**config.mk**
```make
export PLATFORM = sky130hd
export DESIGN_NAME = add_accum
export DESIGN_NICKNAME = d
export VERILOG_FILES = /design/src/rtl/add_accum.sv
export SDC_FILE = /design/constraint.sdc
export NUM_CORES = 1
export LEC_CHECK = 0
export ABC_AREA = 1
export CAP_MARGIN = 20
export CORE_MARGIN = 4
export CORE_UTILIZATION = 48
export CTS_CLUSTER_SIZE = 24
export DETAILED_ROUTE_END_ITERATION = 12
export GPL_TIMING_DRIVEN = 0
export HOLD_SLACK_MARGIN = 0.03
export PLACE_DENSITY = 0.89
export REMOVE_ABC_BUFFERS = 1
export SLEW_MARGIN = 20
export SYNTH_ARGS = -nofsm -noshare
export SYNTH_HDL_FRONTEND = slang
export SYNTH_SLANG_ARGS = --single-unit
export TNS_END_PERCENT = 50
```
**constraint.sdc**
```tcl
create_clock -name clk -period 2.2 [get_ports clk]
set_input_delay 0.55 -clock clk [delete_from_list [all_inputs] [get_ports clk]]
set_output_delay 0.55 -clock clk [all_outputs]
set_load 0.02 [all_outputs]
```
**src/rtl/add_accum.sv**
```systemverilog
// add_accum: frame accumulator for the adder's {co, sum} output.
// Words are summed into a widened unsigned accumulator. A frame closes
// after FRAME_LEN words, or earlier on flush. The frame total, word count
// and sticky overflow flag are then held until the consumer takes them.
module add_accum #(
    parameter  int DATA_WIDTH = 32,
    parameter  int FRAME_LEN  = 8,
    parameter  int EXT_BITS   = 4,
    localparam int ACC_WIDTH  = DATA_WIDTH + 1 + EXT_BITS,
    localparam int CNT_WIDTH  = $clog2(FRAME_LEN + 1)
) (
    input  logic                  clk,
    input  logic                  rst,
    input  logic                  in_valid,
    output logic                  in_ready,
    input  logic [DATA_WIDTH-1:0] in_sum,
    input  logic                  in_co,
    input  logic                  flush,
    output logic                  out_valid,
    input  logic                  out_ready,
    output logic [ACC_WIDTH-1:0]  out_data,
    output logic [CNT_WIDTH-1:0]  out_count,
    output logic                  out_ovf
);

    typedef enum logic {
        ST_ACC,
        ST_DONE
    } state_t;

    state_t                 state;
    logic [ACC_WIDTH-1:0]   acc;
    logic [CNT_WIDTH-1:0]   cnt;
    logic                   ovf;

    logic                   accept;
    logic [ACC_WIDTH-1:0]   operand;
    logic [ACC_WIDTH:0]     sum_full;
    logic [CNT_WIDTH-1:0]   cnt_post;
    logic                   close_frame;

    // Handshake flags come straight from the state register, so there is
    // no combinational path from in_valid/out_ready to in_ready/out_valid.
    assign in_ready  = (state == ST_ACC);
    assign out_valid = (state == ST_DONE);
    assign out_data  = acc;
    assign out_count = cnt;
    assign out_ovf   = ovf;

    assign accept  = in_valid & in_ready;
    // Zero-extension written as a size cast so EXT_BITS = 0 stays legal.
    assign operand = ACC_WIDTH'({in_co, in_sum});

    // Next-value datapath: one widened add whose top bit is the carry-out,
    // plus the count the frame will hold after this cycle.
    always_comb begin
        // NOTE: every always_comb output gets a default first so no path
        // leaves it unassigned, which would infer a latch.
        sum_full    = '0;
        cnt_post    = cnt;
        close_frame = 1'b0;
        sum_full    = {1'b0, acc} + {1'b0, operand};
        if (accept) begin
            cnt_post = cnt + CNT_WIDTH'(1);
        end
        if (state == ST_ACC) begin
            close_frame = (accept && (cnt_post == CNT_WIDTH'(FRAME_LEN))) ||
                          (flush && (cnt_post != '0));
        end
    end

    // Frame state machine: accumulate in ACC, hold the result in DONE.
    always_ff @(posedge clk) begin
        // NOTE: state registers use non-blocking assignments so every
        // register samples the pre-edge values of the others.
        if (rst) begin
            state <= ST_ACC;
            acc   <= '0;
            cnt   <= '0;
            ovf   <= 1'b0;
        end else begin
            case (state)
                ST_ACC: begin
                    if (accept) begin
                        acc <= sum_full[ACC_WIDTH-1:0];
                        ovf <= ovf | sum_full[ACC_WIDTH];
                    end
                    cnt <= cnt_post;
                    if (close_frame) begin
                        state <= ST_DONE;
                    end
                end
                ST_DONE: begin
                    if (out_ready) begin
                        acc   <= '0;
                        cnt   <= '0;
                        ovf   <= 1'b0;
                        state <= ST_ACC;
                    end
                end
                default: begin
                    state <= ST_ACC;
                end
            endcase
        end
    end

endmodule

```
==> Flow_metrics.wiki, run 1 <==
{| class="wikitable"
! Metric !! Value
|-
| Fraction of layout cells with a size suffix above 1 || 19.2%
|-
| DP Area || ~5300 um^2
|-
| Final count of hold timing violations || 0
|-
| Clock tree sinks || 43
|-
| Synthesized area divided by synthesized cell count || roughly 5.6 um^2
|-
| Standby leakage power || between 0.003 and 0.004 uW
|-
| Critical path arrival || around 2.4 ns
|-
| Global-route wire length before repair || approximately 22000 um
|-
| Max_cap viols || 0
|-
| Maximum fanout count along the critical path || 5
|-
| Area grow syn2layout || 40.9%
|-
| Count of port buffers added during placement || approximately 80
|-
| FF/Latch Area || ~860 um^2
|-
| Fill count || approximately 710
|-
| Routability cong. || 0.946
|-
| Required time at the worst-slack endpoint || ~2.4 ns
|-
| Clock-pin slew of the registers on the worst-case setup and hold paths || approximately 0.090 ns
|-
| Final wirelength || roughly 15000 um
|-
| Final setup viols || 0
|-
| Post-synth EDFFs || 0
|-
| Final instance area || roughly 6200 um^2
|-
| Worst Max-Slew Pin Slew || around 0.82 ns
|-
| Post-synthesis cell count || just under 800
|-
| Number of placed cells counting well taps || a little under 1000
|-
| Average routed wire per standard cell || between 10 and 15 um
|-
| DP HPWL || 9690 um
|-
| Starting density of the core || around half
|-
| Total number of nets in the final design || about 960
|-
| Final Critical Period || roughly 2.2 ns
|-
| Root buf cell || sky130_fd_sc_hd__clkbuf_8
|-
| Synth Warn # || 0
|-
| Synthesis-stage register bit count || 43
|-
| CTS tree || done
|-
| Total grt overflow || 0
|-
| Vias in the first global route || roughly 4700
|-
| DR DRC count || 0
|-
| Power density over cell area || between 600 and 700 nW/um^2
|-
| Type of the tightest min-delay check || reg -> reg
|-
| Number of vias after detailed routing || 5345
|-
| CTS Buf Count || 5
|-
| DR vias/cell || 5.35
|-
| Max transition margin || around 46%
|-
| Mapped cell area || between 4000 and 5000 um^2
|-
| Run status || completed
|-
| Final Max Tran Viols || 0
|-
| Final Skew || between 0.007 and 0.008 ns
|-
| Cell Chain, Critical Path || clkdlybuf4s50_1 > ha_2 > nand2_2 > inv_1 > nand2_1 > nand3_1 > nand2_1 > nand2_1 > a21oi_2 > nand2_1 > nand2_1 > nand3_1 > a21oi_2
|-
| Pin count of the biggest net entering global routing || 40
|-
| CP Launch Type || input port
|-
| Share of the clock period used by the worst path after layout || between 90% and 100%
|-
| Antenna diode instance count || 0
|-
| Multi-input gate area in the final layout || around 3600 um^2
|-
| Worst Setup Slack post-DPL || -0.794 ns
|-
| Maximum level of the CTS H-tree || 2
|-
| Final standard cell count with taps included and fillers excluded || 1000
|-
| Setup crit end kind || register
|-
| Initial antenna violation count || 0
|-
| Insertion delay of the later-clocked pin in the worst-skew pair || 0.32 ns
|-
| Prevailing post-synth register cell || sky130_fd_sc_hd__dfxtp_1
|-
| Global Route Usage Sum || between 20% and 30%
|-
| Cell with the largest stage delay on the worst path || sky130_fd_sc_hd__clkdlybuf4s50_1
|-
| Least setup slack across all paths after layout || roughly 0.035 ns
|-
| Die Height || 104 um
|-
| Fraction of synthesis flops using an asynchronous set or reset pin || 0%
|-
| Count of cell types in the netlist || between 40 and 50
|-
| Antenna violation net count after detailed routing || 0
|-
| Most used cell along the critical path || sky130_fd_sc_hd__nand2_1
|-
| Fmax achieved || approximately 0.46 GHz
|-
| Total iterations of the first detailed-routing run || 5
|-
| Placement Rows || 34
|-
| Count of boundary I/O pins || between 80 and 90
|-
| Proportion of synthesized chip area in sequential cells || around 19%
|-
| Largest incremental delay on the critical path || about 0.46 ns
|-
| Die area || around 11000 um^2
|-
| Core box area || slightly below 9000 um^2
|-
| RSZ-0062 raised after global routing || true
|-
| Detailed router's first-iteration violation count || between 400 and 500
|-
| Worst Path Class, Setup || in -> reg
|-
| Die X || 104 um
|-
| Maximum number of buffers from clock root to sink || 2
|-
| Peak ir drop on the vdd network || between 0.3 and 0.4 mV
|}
## metal layers
metal | wire [um] | GRT usage [%]
met1 | 6210 | 32.5
met2 | 6680 | 38.1
met3 | 1220 | 4.35
met4 | 519 | 8.45
met5 | 0 | 0
## cell families after synthesis
kind of cell	Yosys count	synth area share [%]
buffers and inverters	152	13.5
adders and majority gates	35	10.0
DFF	43	19.4
and+or+nand+nor	467	44.6
AOI/OAI and AO/OA	95	11.7
xor gates and xnor gates	3	0.762
## metrics by stage
stage / util [%] / setup TNS, ns / hold slack, ns / power (uW)
floorplan: - / 0 / 0.550 / 2310
global placement: 60.0 / -17.82 / 0.470 / 2920
detailed placement: 60.0 / -16.57 / 0.475 / 2940
CTS: 62.8 / -0.00629 / 0.488 / 3570
global route: 70.6 / -0.227 / 0.499 / 4330
finish: 70.6 / 0 / 0.479 / 4050
## worst paths after layout
path	slack, ns	to	start	cells past startpoint
hold / removal	0.48	out_data[0]$_SDFFE_PP0P_	out_data[0]$_SDFFE_PP0P_	2
hold reg to reg	0.48	out_data[0]$_SDFFE_PP0P_	out_data[0]$_SDFFE_PP0P_	2
setup reg to reg	0.12	out_data[36]$_SDFFE_PP0P_	out_data[0]$_SDFFE_PP0P_	17
setup / recovery	0.04	out_data[25]$_SDFFE_PP0P_	in_sum[20]	13
## where the power goes
group	leakage (uW)	internal (uW)	switching [uW]
Sequential	0.000353	894	149
Combinational	0.00274	1030	1440
Clock	0.0000412	223	323
## layout make-up
class	count	area share [%]
sequential	43	13.8
inverter	141	8.55
multi-input combinational	601	58.2
timing repair buffer	99	15.9
clock inverter	2	0.200
clock buffer	6	1.16
tap	108	2.16
## synthesized netlist by cell type, drive strengths merged (6+ instances only)
master  number  area (um^2)
nand2      332         1280
nand3       47          240
o21ai       13         65.1
ha          34          425
inv        141          532
buf          6         48.8
nor2        56          228
dfxtp       43          861
or2          8         50.1
a21oi       71          370
nand3b      11         95.1
## critical path, delay by kind of cell
family | cells | cell delay [ns]
and+or+nand+nor | 8 | 0.69
buffers and inverters | 2 | 0.53
AOI/OAI and AO/OA | 2 | 0.32
adders and majority gates | 1 | 0.31
## timing repair
item                       CTS  global route
setup endpoints to repair   37            38
gates cloned                 1             0
gates resized for setup     23           129
setup buffers               10             8
pin swaps                   10            22
hold buffers                 0             0
## placed cells by master (no fill, tap or decap), types with 11 or more instances in the layout
cell and n:
sky130_fd_sc_hd__dfxtp_1 41, sky130_fd_sc_hd__clkdlybuf4s50_1 66, sky130_fd_sc_hd__dlymetal6s2s_1 12, sky130_fd_sc_hd__nor2_2 15, sky130_fd_sc_hd__buf_4 16, sky130_fd_sc_hd__nand2_2 39, sky130_fd_sc_hd__nand3_1 42, sky130_fd_sc_hd__ha_4 26
sky130_fd_sc_hd__a21oi_2 15, sky130_fd_sc_hd__a21oi_1 54, sky130_fd_sc_hd__nor2_1 35, sky130_fd_sc_hd__nand2_4 11, sky130_fd_sc_hd__inv_1 133, sky130_fd_sc_hd__nand2_1 282
## registers in the layout (all words and copies together), names as in the netlist
signal,cells
out_valid,1
out_data,37
out_count,4
out_ovf,1
No activity file was read; power rests on OpenSTA's default activity.
==> run 2, diff against run 1 <==
- CAP_MARGIN: 20 -> not set
==> results of run 2 <==
Final layout, timing and power as in run 1 (identical DEF).
==> run 3, diff against run 2 <==
- ABC_AREA: 1 -> not set
- CORE_UTILIZATION: 48 -> 46
- PLACE_DENSITY: 0.89 -> 0.9
==> Flow_metrics.wiki, run 3 <==
{| class="wikitable"
! Metric !! Value
|-
| Run status || finished with violations
|-
| Violations in the final reports || negative setup slack
|-
| Pwr Total || 4130 uW
|-
| Fraction of synthesized cell area in xor and xnor cells || 7.01%
|-
| Leading cell type in the layout, fill and taps excluded || sky130_fd_sc_hd__clkdlybuf4s50_1
|-
| Area grow syn2layout || 57.6%
|-
| Count leader, synth || sky130_fd_sc_hd__nand2_1
|-
| Simple-Gate Fraction of Synth Area || a little over a fifth
|-
| Die X || approximately 95 um
|-
| Leading cell types in the layout, fill and taps excluded || 58 x sky130_fd_sc_hd__clkdlybuf4s50_1, 54 x sky130_fd_sc_hd__nand2_1, 38 x sky130_fd_sc_hd__dfxtp_1, 38 x sky130_fd_sc_hd__buf_4, 31 x sky130_fd_sc_hd__nor2_1
|-
| Clock network fraction of design power || about 16%
|-
| Routability cong. || 0.894
|-
| Placement Rows || 31
|-
| Antenna violation net count after detailed routing || 0
|-
| Initial antenna violation count || 0
|-
| Buffers plus inverters on the worst setup path || 1
|-
| Maximum number of buffers from clock root to sink || 2
|-
| Critical path arrival || around 3.0 ns
|-
| Synthesized area divided by synthesized cell count || 7.83 um^2
|-
| Mapped cell area || 3500 um^2
|-
| CTS Buf Count || 5
|-
| Largest incremental delay on the critical path || 0.50 ns
|-
| Final count of hold timing violations || 0
|-
| Fraction of layout cells with a size suffix above 1 || 29.9%
|-
| Number of placed cells counting well taps || just over 600
|-
| Starting density of the core || between 40% and 50%
|-
| Maximum fanout count along the critical path || 2
|-
| Most used cell along the critical path || sky130_fd_sc_hd__a21oi_1
|-
| Most common library cells after synthesis || 59 x sky130_fd_sc_hd__nand2_1, 43 x sky130_fd_sc_hd__dfxtp_1, 38 x sky130_fd_sc_hd__a21oi_1, 36 x sky130_fd_sc_hd__nor2_1, 34 x sky130_fd_sc_hd__ha_1
|-
| Largest cells by area after synthesis || sky130_fd_sc_hd__dfxtp_1 25%, sky130_fd_sc_hd__ha_1 12%, sky130_fd_sc_hd__nand2_1 6.3%
|-
| RSZ-0062 raised after global routing || true
|-
| Fmax achieved || 0.356 GHz
|-
| Worst-case hold slack || between 0.4 and 0.5 ns
|-
| Detailed router's first-iteration violation count || between 200 and 250
|-
| Antenna diode instance count || 0
|-
| Final wirelength || roughly 13000 um
|-
| Fraction of synthesis flops using an asynchronous set or reset pin || 0%
|-
| Post-synthesis cell count || ~450
|-
| Global Route Usage Sum || between 20% and 30%
|-
| Clock tree sinks || 43
|-
| Max_cap viols || 0
|-
| Synth Warn # || 0
|-
| Standby leakage power || roughly 0.0022 uW
|-
| Largest register FFs || 37
|-
| Multi-input gate area in the final layout || 3220 um^2
|-
| Peak ir drop on the vdd network || between 0.4 and 0.5 mV
|-
| Root buf cell || sky130_fd_sc_hd__clkbuf_8
|-
| DR DRC count || 0
|-
| Area fraction of the dominant cell type after synthesis || around a quarter
|-
| Max transition margin || 38.3%
|-
| Worst Max-Slew Pin Slew || between 0.9 and 1 ns
|-
| Net switching power || approximately 1700 uW
|-
| Final standard cell count with taps included and fillers excluded || around 660
|-
| Cell with the largest stage delay on the worst path || sky130_fd_sc_hd__a2111oi_4
|-
| FF/Latch Area || between 800 and 900 um^2
|-
| Cell Chain, Critical Path || ha_4 > inv_2 > fa_2 > and2b_2 > o2111ai_4 > a2111oi_4 > o41ai_4 > a21boi_2 > a21oi_1 > or3_1 > a21oi_1
|-
| Die Height || between 90 and 100 um
|-
| Fraction of power spent switching nets || a little over two fifths
|-
| Count of boundary I/O pins || roughly 80
|-
| Setup crit end kind || register
|-
| Count of cell types in the netlist || between 60 and 70
|-
| Family with the most delay on the worst path || compound AO/OA/AOI/OAI gates
|-
| CTS tree || done
|-
| Multiplexer fraction of the synthesized cell area || 0%
|-
| Fill count || 439
|-
| Worst Path Class, Setup || reg -> reg
|-
| Least setup slack across all paths after layout || -0.606 ns
|-
| Vias in the first global route || ~4000
|-
| Die area || about 9100 um^2
|-
| Core box area || ~7300 um^2
|-
| Prevailing post-synth register cell || sky130_fd_sc_hd__dfxtp_1
|-
| Portion of total power attributed to combinational logic || 58.8%
|-
| Synthesized-area fraction occupied by ao, oa, aoi and oai cells || between 30% and 40%
|-
| Required time at the worst-slack endpoint || roughly 2.4 ns
|-
| Final setup viols || 30
|-
| Post-synth EDFFs || 0
|-
| Final Critical Period || roughly 2.8 ns
|-
| Total iterations of the first detailed-routing run || 6
|-
| Insertion delay of the later-clocked pin in the worst-skew pair || 0.31 ns
|-
| Final Skew || between 0.009 and 0.01 ns
|-
| Proportion of synthesized chip area in sequential cells || around 25%
|-
| Cts-stage hold buffer count || 0
|-
| Power density over cell area || between 700 and 800 nW/um^2
|-
| Clock-pin slew of the registers on the worst-case setup and hold paths || ~0.090 ns
|-
| Share of the clock period used by the worst path after layout || 128%
|-
| DR vias/cell || roughly 6.2
|-
| Average routed wire per standard cell || slightly below 20 um
|-
| Largest family of logic cells by synthesized area || compound AO/OA/AOI/OAI gates
|-
| Total number of nets in the final design || between 600 and 700
|-
| Maximum level of the CTS H-tree || 2
|-
| Final Max Tran Viols || 0
|-
| Type of the tightest min-delay check || reg -> reg
|-
| Count of port buffers added during placement || slightly above 80
|-
| Power share of the sequential group || between 20 and 30%
|-
| Pin count of the biggest net entering global routing || 23
|-
| Adder-cell area share of the yosys netlist || 12.7%
|-
| Global-route wire length before repair || 19300 um
|-
| Number of vias after detailed routing || a little over 4000
|-
| Design internal power || 2410 uW
|-
| Top cell type by total area after synthesis || sky130_fd_sc_hd__dfxtp_1
|-
| DP HPWL || 7380 um
|-
| CP Launch Type || register
|-
| Synthesis-stage register bit count || 43
|-
| Total grt overflow || 0
|}
run 3: logic make-up (layout without fill, tap and decap cells):
group                      Yosys count  count (layout)
and+or+nand+nor                    158             158
AOI/OAI and AO/OA                  154             154
xor gates and xnor gates            28              28
adders and majority gates           35              35
DFF                                 43              43
buffers and inverters               29             144
run 3: worst paths after layout:
path | startpoint | to | slack, ns | depth (start not counted)
min reg2reg | out_ovf$_SDFFE_PP0P_ | out_ovf$_SDFFE_PP0P_ | 0.46 | 2
min | out_ovf$_SDFFE_PP0P_ | out_ovf$_SDFFE_PP0P_ | 0.46 | 2
max reg2reg | out_data[0]$_SDFFE_PP0P_ | out_data[34]$_SDFFE_PP0P_ | -0.61 | 11
max | out_data[0]$_SDFFE_PP0P_ | out_data[34]$_SDFFE_PP0P_ | -0.61 | 11
run 3: per-layer routing:
| metal | vias up | GRT usage, % | routed length, um | share of wire (%) |
|---|---|---|---|---|
| met5 | - | 0 | 0 | 0 |
| met4 | 0 | 12.1 | 526 | 4.1 |
| met3 | 64 | 4.42 | 819 | 6.4 |
| met2 | 209 | 48.2 | 6500 | 51 |
| met1 | 1929 | 31.6 | 4950 | 39 |
| li1 | 1866 | - | - | - |
run 3: worst reg2reg max path, delay by kind of cell (launching register included):
family | cells | cell delay, ns
AOI/OAI and AO/OA | 6 | 1.26
and+or+nand+nor | 2 | 0.59
adders and majority gates | 2 | 0.49
DFF | 1 | 0.36
buffers and inverters | 1 | 0.04
run 3: cell type report:
type | instances | area share (%)
clock buffer | 5 | 1.25
clock inverter | 3 | 0.794
inverter | 9 | 0.613
multi-input combinational | 375 | 58.4
sequential | 43 | 15.8
tap | 99 | 2.25
timing repair buffer | 127 | 20.9
run 3: through the flow:
stage          TNS, ns  cell area, um^2  utilization [%]  setup slack [ns]
3_5_place_dp    -39.20             4370             59.5             -1.54
5_1_grt         -12.33             5510             75.2            -0.701
4_1_cts          -5.63             5350             73.0            -0.442
3_3_place_gp    -63.92             4350             59.3             -2.13
6_report         -9.85             5510             75.2            -0.606
2_1_floorplan   -10.90             3410                -            -0.705
run 3: power groups by stage:
stage / Clock, uW / Combinational [uW] / Sequential [uW]
3_3_place_gp: 0 / 1680 / 1010
4_1_cts: 657 / 2220 / 1040
3_5_place_dp: 0 / 1720 / 1020
6_report: 656 / 2430 / 1050
2_1_floorplan: 0 / 1040 / 1140
5_1_grt: 690 / 2590 / 1060
run 3: repair_timing:
action | CTS | global route
buffers inserted | 36 | 11
pin swaps | 58 | 19
endpoints found under the setup margin | 42 | 33
gates cloned | 0 | 0
gates resized for setup | 170 | 25
hold endpoints to repair | 0 | 0
==> edit, RTL diff (settings of run 2) <==
The parameter `EXT_BITS` goes from 4 to 6.
--- a/src/rtl/add_accum.sv
+++ b/src/rtl/add_accum.sv
@@ -7,3 +7,3 @@
     parameter  int FRAME_LEN  = 8,
-    parameter  int EXT_BITS   = 4,
+    parameter  int EXT_BITS   = 6,
     localparam int ACC_WIDTH  = DATA_WIDTH + 1 + EXT_BITS,
Ports: changed (resized out_data); port bits go from 82 to 84. No check against the original RTL was run, so the function may have changed too.
==> edit against run 2 <==
Maximum frequency rose by 0.12%; global-route usage increased by 1.2 points; synthesized area rose by 4.9%; sequential share of layout area down 0.26 points; worst setup slack improved by 2.6 ps; final area rose by 6.3%; via count is 3.9% higher; wire length is 5.3% higher; sequential cell count increased by 2; clock power increased by 27%; power grew 6.0%.
==> edit: results (changes against run 2) <==
Timing:
- The maximum clock skew at final layout is 8.57 ps (+0.917 ps).
- The post-layout minimum cycle time came to 2160 ps (-2.65 ps).

Detailed routing:
- The average routed wire per standard cell is 14.2 um (-2.6%).

Synth:
- Yosys attributes the largest share of cell area to sky130_fd_sc_hd__nand2_1, sky130_fd_sc_hd__dfxtp_1, sky130_fd_sc_hd__inv_1.
- The sequential area share after synthesis is 0.194 (-0.000530).
- The fraction of the mapped netlist area in adder cells came to 0.0957 (-0.00473).
- By count the netlist is led by sky130_fd_sc_hd__nand2_1, sky130_fd_sc_hd__inv_1, sky130_fd_sc_hd__a21oi_1, sky130_fd_sc_hd__nor2_1, sky130_fd_sc_hd__dfxtp_1.
- The xor/xnor cell area share of the yosys netlist was 0.00565 (-0.00197).
- The distinct cell type count of the synthesized netlist is 33 (-23%).

Min path:
- The start point of the worst hold path is out_ovf$_SDFFE_PP0P_.
- The end point of the worst hold path is out_ovf$_SDFFE_PP0P_.

Worst setup path:
- The count of cells along the worst register-to-register path is 12 (-5).
- The register-to-register path setup slack is 300 ps (+180 ps).
- The timing endpoint of the critical path is out_data[27]$_SDFFE_PP0P_.
- The worst stage delay on the critical path is 510 ps (+50 ps).
- The endpoint of the worst-slack reg-to-reg timing path is out_data[28]$_SDFFE_PP0P_.
- In this design, the largest share of critical-path delay is due to buffers and inverters.
- The most critical setup path has its startpoint at in_sum[25].

Clock tree:
- The number of setup buffers added after CTS is 8 (-2).
- The post-cts resize count is 43 (+87%).

Finish:
- The number of flip-flops in the largest register is 39 (+5.4%).
- The fraction of final layout cells with drive strength greater than 1 was 0.194 (+0.00262).

Placed design:
- The HPWL after detailed placement is 10,600 um (+9.6%).
- The count of buffers inserted at the top-level ports is 83 (+2.5%).
- The pre-CTS worst setup slack is -820 ps (-26.1 ps).

Global route:
- The combined global-route utilization of all metal layers is 0.251 (+0.0117).
- The maximum number of pins on one net before global-route repair is 39 (-2.5%).

Outcome:
- The flow ran to the end, and the final reports show no timing, DRC or antenna violations.

Power and ir drop:
- The maximum resistive drop on vdd is 371 uV (+11%).
==> edit: changes by cell type after synthesis, sizes merged, moves of 2 or more <==
| cell | delta |
|---|---|
| or2 | -4 |
| nand3b | -2 |
| nor3 | +3 |
| inv | +23 |
| nor2 | +11 |
| dfxtp | +2 |
| nand4 | +3 |
| nand2 | +34 |
| a21o | -2 |
| a21boi | -2 |
| a21oi | -6 |
| o21bai | +2 |
==> edit: per-layer routing <==
metal | track usage | up-vias | routed length [um]
li1 | - | 2809 | -
met3 | 0.0528 | 36 | 1300
met1 | 0.340 | 2479 | 6590
met4 | 0.0776 | 0 | 491
met2 | 0.400 | 230 | 7020
met5 | 0 | - | 0
==> edit: report_power, final <==
group / total, W / switching [W] / internal [W] / leakage [nW]
Combinational: 0.00253 / 0.00150 / 0.00103 / 2.92
Sequential: 0.00107 / 0.000144 / 0.000928 / 0.369
Clock: 0.000694 / 0.000323 / 0.000370 / 0.0574
Total: 0.00430 / 0.00197 / 0.00233 / 3.34
==> edit: per-stage QoR <==
| stage | total power (W) | cell area, um^2 | TNS, ps | instances | hold WS (ps) |
|---|---|---|---|---|---|
| after global routing | 0.00460 | 6640 | -403 | 1081 | 511 |
| after detailed placement | 0.00302 | 5590 | -22480 | 1056 | 457 |
| after CTS | 0.00392 | 6040 | -8.54 | 1073 | 471 |
| final | 0.00430 | 6640 | 0 | 1081 | 470 |
| after floorplan | 0.00238 | 4600 | -500 | 844 | 526 |
| after global placement | 0.00299 | 5590 | -39080 | 1056 | 436 |
==> edit: final cells by class <==
class	count	area, um^2
timing repair buffer	99	985
fill	783	2690
clock buffer	6	82.6
tap	129	161
sequential	45	901
clock inverter	2	37.5
inverter	165	632
multi-input combinational	635	3840
